`src/rtl/diff_clock_seq_pkg.sv`:
```
`default_nettype none
// ---------------------------------------------------------------------------
// diff_clock_seq_pkg : shared state encoding and loss-counter constants
// Revision: 1.0
// ---------------------------------------------------------------------------
package diff_clock_seq_pkg;

  typedef enum logic [2:0] {
    ST_IDLE  = 3'd0,
    ST_CHECK = 3'd1,
    ST_HOLD  = 3'd2,
    ST_RUN   = 3'd3,
    ST_LOST  = 3'd4
  } seq_state_t;

  localparam int                    LOST_CNT_W   = 8;
  localparam logic [LOST_CNT_W-1:0] LOST_CNT_MAX = '1;

endpackage
`default_nettype wire

```
`src/rtl/diff_clock_seq_sync.sv`:
```
`default_nettype none
// ---------------------------------------------------------------------------
// diff_clock_seq_sync : heartbeat synchronizer with registered edge pulse
// Revision: 1.0
// ---------------------------------------------------------------------------
module diff_clock_seq_sync #(
  parameter int C_SYNC_STAGES = 3
) (
  input  logic aclk,
  input  logic sreset,
  input  logic s_clk_hb,
  output logic hb_edge
);

  logic [C_SYNC_STAGES-1:0] sync_q;
  logic                     hb_last;

  always_ff @(posedge aclk) begin
    if (sreset) begin
      sync_q  <= '0;
      hb_last <= 1'b0;
      hb_edge <= 1'b0;
    end else begin
      sync_q  <= {sync_q[C_SYNC_STAGES-2:0], s_clk_hb};
      hb_last <= sync_q[C_SYNC_STAGES-1];
      hb_edge <= sync_q[C_SYNC_STAGES-1] ^ hb_last;
    end
  end

endmodule
`default_nettype wire

```
`src/rtl/diff_clock_reset_sequencer.sv`:
```
`default_nettype none
// ---------------------------------------------------------------------------
// diff_clock_reset_sequencer : holds user-clock reset until the forwarded
// clock heartbeat is proven stable. Option: DIFF_CLOCK_SEQ_FREQ_MEAS_EN
// Revision: 1.0
// ---------------------------------------------------------------------------
module diff_clock_reset_sequencer
  import diff_clock_seq_pkg::*;
#(
  parameter int C_SYNC_STAGES   = 3,
  parameter int C_WINDOW_CYCLES = 1024,
  parameter int C_MIN_EDGES     = 4,
  parameter int C_HOLD_CYCLES   = 256,
  parameter int C_CNT_WIDTH     = 16
) (
  input  logic                  aclk,
  input  logic                  sreset,
  input  logic                  enable,
  input  logic                  s_clk_hb,
  output logic                  m_reset_out,
  output logic                  clk_ok,
  output logic                  clk_lost,
  output logic [LOST_CNT_W-1:0] lost_count,
  output logic [2:0]            state_o
`ifdef DIFF_CLOCK_SEQ_FREQ_MEAS_EN
  ,
  output logic [C_CNT_WIDTH-1:0] freq_count
`endif
);

  localparam logic [C_CNT_WIDTH-1:0] WIN_LAST  = C_CNT_WIDTH'(C_WINDOW_CYCLES - 1);
  localparam logic [C_CNT_WIDTH-1:0] MIN_EDGES = C_CNT_WIDTH'(C_MIN_EDGES);
  localparam logic [C_CNT_WIDTH-1:0] HOLD_LOAD = C_CNT_WIDTH'(C_HOLD_CYCLES - 1);

  seq_state_t             state;
  seq_state_t             state_nxt;
  logic                   hb_edge;
  logic                   in_window;
  logic                   win_end;
  logic                   win_good;
  logic [C_CNT_WIDTH-1:0] win_cnt;
  logic [C_CNT_WIDTH-1:0] edge_cnt;
  logic [C_CNT_WIDTH-1:0] hold_cnt;

  diff_clock_seq_sync #(
    .C_SYNC_STAGES(C_SYNC_STAGES)
  ) u_sync (
    .aclk    (aclk),
    .sreset  (sreset),
    .s_clk_hb(s_clk_hb),
    .hb_edge (hb_edge)
  );

  assign in_window = (state == ST_CHECK) || (state == ST_HOLD) || (state == ST_RUN);
  assign win_end   = in_window && (win_cnt == WIN_LAST);
  assign win_good  = (edge_cnt >= MIN_EDGES);
  assign state_o   = state;

  always_comb begin
    state_nxt = state;
    if (!enable) begin
      state_nxt = ST_IDLE;
    end else begin
      case (state)
        ST_IDLE:  state_nxt = ST_CHECK;
        ST_CHECK: if (win_end && win_good) state_nxt = ST_HOLD;
        ST_HOLD: begin
          // a failed window outranks hold expiry in the same cycle
          if (win_end && !win_good)  state_nxt = ST_CHECK;
          else if (hold_cnt == '0)   state_nxt = ST_RUN;
        end
        ST_RUN:   if (win_end && !win_good) state_nxt = ST_LOST;
        ST_LOST:  state_nxt = ST_CHECK;
        default:  state_nxt = ST_IDLE;
      endcase
    end
  end

  // outputs decode the next state so they change together with state_o
  always_ff @(posedge aclk) begin
    if (sreset) begin
      state       <= ST_IDLE;
      m_reset_out <= 1'b1;
      clk_ok      <= 1'b0;
      clk_lost    <= 1'b0;
      lost_count  <= '0;
    end else begin
      state       <= state_nxt;
      m_reset_out <= (state_nxt != ST_RUN);
      clk_ok      <= (state_nxt == ST_RUN);
      clk_lost    <= (state_nxt == ST_LOST);
      if ((state_nxt == ST_LOST) && (lost_count != LOST_CNT_MAX))
        lost_count <= lost_count + 1'b1;
    end
  end

  always_ff @(posedge aclk) begin
    if (sreset) begin
      win_cnt  <= '0;
      edge_cnt <= '0;
      hold_cnt <= '0;
    end else begin
      if (!in_window) begin
        win_cnt  <= '0;
        edge_cnt <= '0;
      end else if (win_end) begin
        win_cnt  <= '0;
        edge_cnt <= C_CNT_WIDTH'(hb_edge);
      end else begin
        win_cnt <= win_cnt + 1'b1;
        if (hb_edge && (edge_cnt < MIN_EDGES))
          edge_cnt <= edge_cnt + 1'b1;
      end

      if ((state == ST_CHECK) && (state_nxt == ST_HOLD))
        hold_cnt <= HOLD_LOAD;
      else if ((state == ST_HOLD) && (hold_cnt != '0))
        hold_cnt <= hold_cnt - 1'b1;
    end
  end

`ifdef DIFF_CLOCK_SEQ_FREQ_MEAS_EN
  logic [C_CNT_WIDTH-1:0] raw_cnt;

  always_ff @(posedge aclk) begin
    if (sreset) begin
      raw_cnt    <= '0;
      freq_count <= '0;
    end else if (!in_window) begin
      raw_cnt <= '0;
    end else if (win_end) begin
      freq_count <= raw_cnt;
      raw_cnt    <= C_CNT_WIDTH'(hb_edge);
    end else begin
      raw_cnt <= raw_cnt + C_CNT_WIDTH'(hb_edge);
    end
  end
`endif

endmodule
`default_nettype wire

```
`config.mk`:
```
export PLATFORM = sky130hd
export DESIGN_NAME = diff_clock_reset_sequencer
export DESIGN_NICKNAME = d
export VERILOG_FILES = /design/src/rtl/diff_clock_seq_pkg.sv /design/src/rtl/diff_clock_seq_sync.sv /design/src/rtl/diff_clock_reset_sequencer.sv
export SDC_FILE = /design/constraint.sdc
export NUM_CORES = 1
export LEC_CHECK = 0
export ABC_AREA = 1
export BUFFER_PORTS_ARGS = -buffer_cell sky130_fd_sc_hd__buf_2
export CORE_MARGIN = 5
export CORE_UTILIZATION = 50
export DETAILED_ROUTE_END_ITERATION = 8
export HOLD_SLACK_MARGIN = 0.12
export PLACE_DENSITY = 0.67
export SYNTH_ARGS = -nofsm -noshare
export SYNTH_HDL_FRONTEND = slang
export SYNTH_SLANG_ARGS = --single-unit
```
`constraint.sdc`:
```
create_clock -name aclk -period 1.94 [get_ports aclk]
set_clock_uncertainty 0.05 [all_clocks]
set_input_delay 0.194 -clock aclk [delete_from_list [all_inputs] [get_ports aclk]]
set_output_delay 0.194 -clock aclk [all_outputs]
set_load 0.01 [all_outputs]
```
==> flow_summary.json <==
{
  "insertion_delay_ns": 0.34,
  "clkPwrFrac": 0.519,
  "cts_root_buf": "clkbuf_8",
  "cp_data_required_time_ns": 2.14,
  "track_usage": 0.169,
  "placed_cells": 536,
  "numCtsBuffers": 9,
  "crit_arrival_ns": 2.00,
  "fp.dieW_um": 89.4,
  "min_period_ns": 1.80,
  "grt_pass1_vias": 2514,
  "syn_area_mm2": 0.00315,
  "end_kind": "register",
  "final_cells": 560,
  "p_sw_frac": 0.195,
  "antennaDiodeCount": 0,
  "ios": 18,
  "first_pass_iters": 4,
  "num_vias": 2716,
  "via_per_inst": 4.85,
  "leakage_nw": 1.64,
  "synth_enable_flop_cells": 0,
  "grt_pass1_wl_mm": 10.6,
  "clkTransAtPathRegs_ns": 0.07,
  "start_util": 0.505,
  "synth_top_area_cell": "dfxtp_1",
  "reg2regPathDepth": 12,
  "grt-ovfl-total": 0,
  "cts_htree_levels": 3,
  "rr_startpoint": "win_cnt[0]",
  "cts_buffer_depth": 2,
  "netlist_instances": 439,
  "whs_ns": 0.356,
  "async_flop_share": 0,
  "antenna_found_initial": 0,
  "synth_common_cells": "nor2_1, nand2_1, inv_1",
  "synthesis.nets": 449,
  "synth_ff_type": "dfxtp_1",
  "clock_sinks": 67,
  "combPwrFrac": 0.022,
  "final.period_utilization": 0.928,
  "dieHeight_um": 89.4,
  "numPortBuffers": 17,
  "drt_iter0_drc": 104,
  "gr-usage-met1": 0.214,
  "synth_area_leaders": "dfxtp_1, nor2_1, nand2_1",
  "setup_viol": 0,
  "drc_errors": 0,
  "tns_ns": 0,
  "hold_class": "reg -> reg",
  "place.detailed.hpwl_mm": 4.42,
  "synth_cell_type_count": 31,
  "core_area_mm2": 0.00624,
  "cp_num_cells": 12,
  "drive_gt1_frac": 0.172,
  "routed_wl_mm": 6.22,
  "crit_family": "simple AND/OR/NAND/NOR gates",
  "fin_nets": 488,
  "r2r-end": "hold_cnt[6]",
  "ant_nets": 0,
  "maxSlewViolCount": 0,
  "synth_most_common_cell": "nor2_1",
  "routedWlPerCell_um": 11.1,
  "max_slew_margin": 0.707,
  "hold_viol_final": 0,
  "setup.worst_path.class": "reg -> reg",
  "yosys_warnings": 0,
  "seq_area_frac_synth": 0.426,
  "p_total_w": 0.00301,
  "cp_max_fo": 5,
  "p_sw_w": 0.000587,
  "fmax_mhz": 556,
  "area_growth_pct": 18.7,
  "crit_start": "win_cnt[0]",
  "tightest_slew_ns": 0.437,
  "row_count": 29,
  "place_congestion": 0.855,
  "crit_end": "hold_cnt[6]",
  "final_util": 0.599,
  "grt_util_met3": 0.0396,
  "cp-start-kind": "register",
  "sequentialPowerShare": 0.460,
  "grtUsageMet2": 0.271,
  "r2r_slack_ns": 0.14,
  "critical-path-max-stage-delay_ns": 0.34,
  "crit_chain": "ha_2, nand2_2, nor2_4, inv_1, nor2_4, nand3_1, nor2_2, nor2_2, nand3_4, nand3_1, nand2_1, inv_1",
  "critPathSlowestCell": "dfxtp_2",
  "busiest_layer": "met2",
  "dieArea_mm2": 0.00799,
  "p_int_w": 0.00243,
  "syn-mean-instance-area_um2": 7.18,
  "synth-seq-cells": 67,
  "critical_path_buf_inv_count": 2,
  "p_per_area_mw_per_mm2": 805,
  "grt_max_degree": 16,
  "min_path_cells": 2,
  "cts_tree": "built",
  "drv_cap": 0,
  "peakVddDrop_uv": 454,
  "status": "completed",
  "synth_top_area_share": 0.426
}
## worst min-delay path: stages, from the launching register on
cell and delay, ns:
dfxtp_1 0.30, inv_1 0.04, nor2_1 0.03
## flip-flops by register name, indices dropped and copies added, names as in the netlist
signal / count
clk_lost: 1
clk_ok: 1
edge_cnt: 16
hold_cnt: 16
lost_count: 8
m_reset_out: 1
state_o: 3
u_sync.hb_edge: 1
u_sync.hb_last: 1
u_sync.sync_q: 3
win_cnt: 16
## metal layers
layer / wire length (um) / vias up / share of wire
met5: 0 / - / 0
met4: 124 / 0 / 0.020
met3: 240 / 11 / 0.039
met2: 2860 / 42 / 0.46
met1: 2990 / 1214 / 0.48
li1: - / 1449 / -
## worst min path at each step
stage	startpoint	to	slack, ns
3_5_place_dp	u_sync.sync_q[1]	u_sync.sync_q[2]	0.35
5_1_grt	u_sync.sync_q[0]	u_sync.sync_q[1]	0.38
3_3_place_gp	u_sync.sync_q[1]	u_sync.sync_q[2]	0.34
2_1_floorplan	sreset	hold_cnt[0]	0.21
6_report	u_sync.sync_q[1]	u_sync.sync_q[2]	0.36
4_1_cts	u_sync.sync_q[1]	u_sync.sync_q[2]	0.36
## area by class of cell
cell class              count  area (um2)
clock buffers              10         138
clock inverters             6         136
fillers                   590        2500
inverters                  73         274
multi-input cells         296        1550
flip-flops and latches     67        1340
well taps                  77        96.3
repair buffers             31         200
## cells by family after synthesis
kind of cell | after synthesis | share of synthesized area
and+or+nand+nor | 233 | 0.343
buffers and inverters | 77 | 0.0941
AOI/OAI and AO/OA | 40 | 0.0687
DFF | 67 | 0.426
adders and majority gates | 6 | 0.0238
xor gates and xnor gates | 16 | 0.0445
## stage by stage
step           instance area [um2]  worst slack, ns
2_1_floorplan                 3150            0.309
3_3_place_gp                  3360            0.181
3_5_place_dp                  3360            0.141
4_1_cts                       3680            0.132
5_1_grt                       3740          -0.0268
6_report                      3740            0.140
## power groups by stage
stage	registers [W]	clock network (W)	logic, W
6_report	0.00138	0.00156	0.0000657
5_1_grt	0.00138	0.00166	0.0000750
4_1_cts	0.00138	0.00160	0.0000625
3_5_place_dp	0.00142	0	0.0000560
3_3_place_gp	0.00142	0	0.0000554
2_1_floorplan	0.00142	0	0.0000379
## what timing repair did
item / CTS / global route
setup endpoints to repair: 0 / 26
gates resized for setup: 0 / 9
buffers inserted: 0 / 3
endpoints found under the hold margin: 8 / 0
hold buffers: 4 / 0
## layout by cell type (no fill, tap or decap), types with 11 or more instances in the layout
| cell type | instances |
|---|---|
| xor2_1 | 12 |
| inv_1 | 68 |
| nand3_1 | 21 |
| nand2_1 | 75 |
| dfxtp_1 | 65 |
| nor3_1 | 14 |
| a21oi_1 | 24 |
| buf_2 | 17 |
| o21ai_0 | 11 |
| nor2_1 | 82 |
Power figures use the tool's default switching activity.
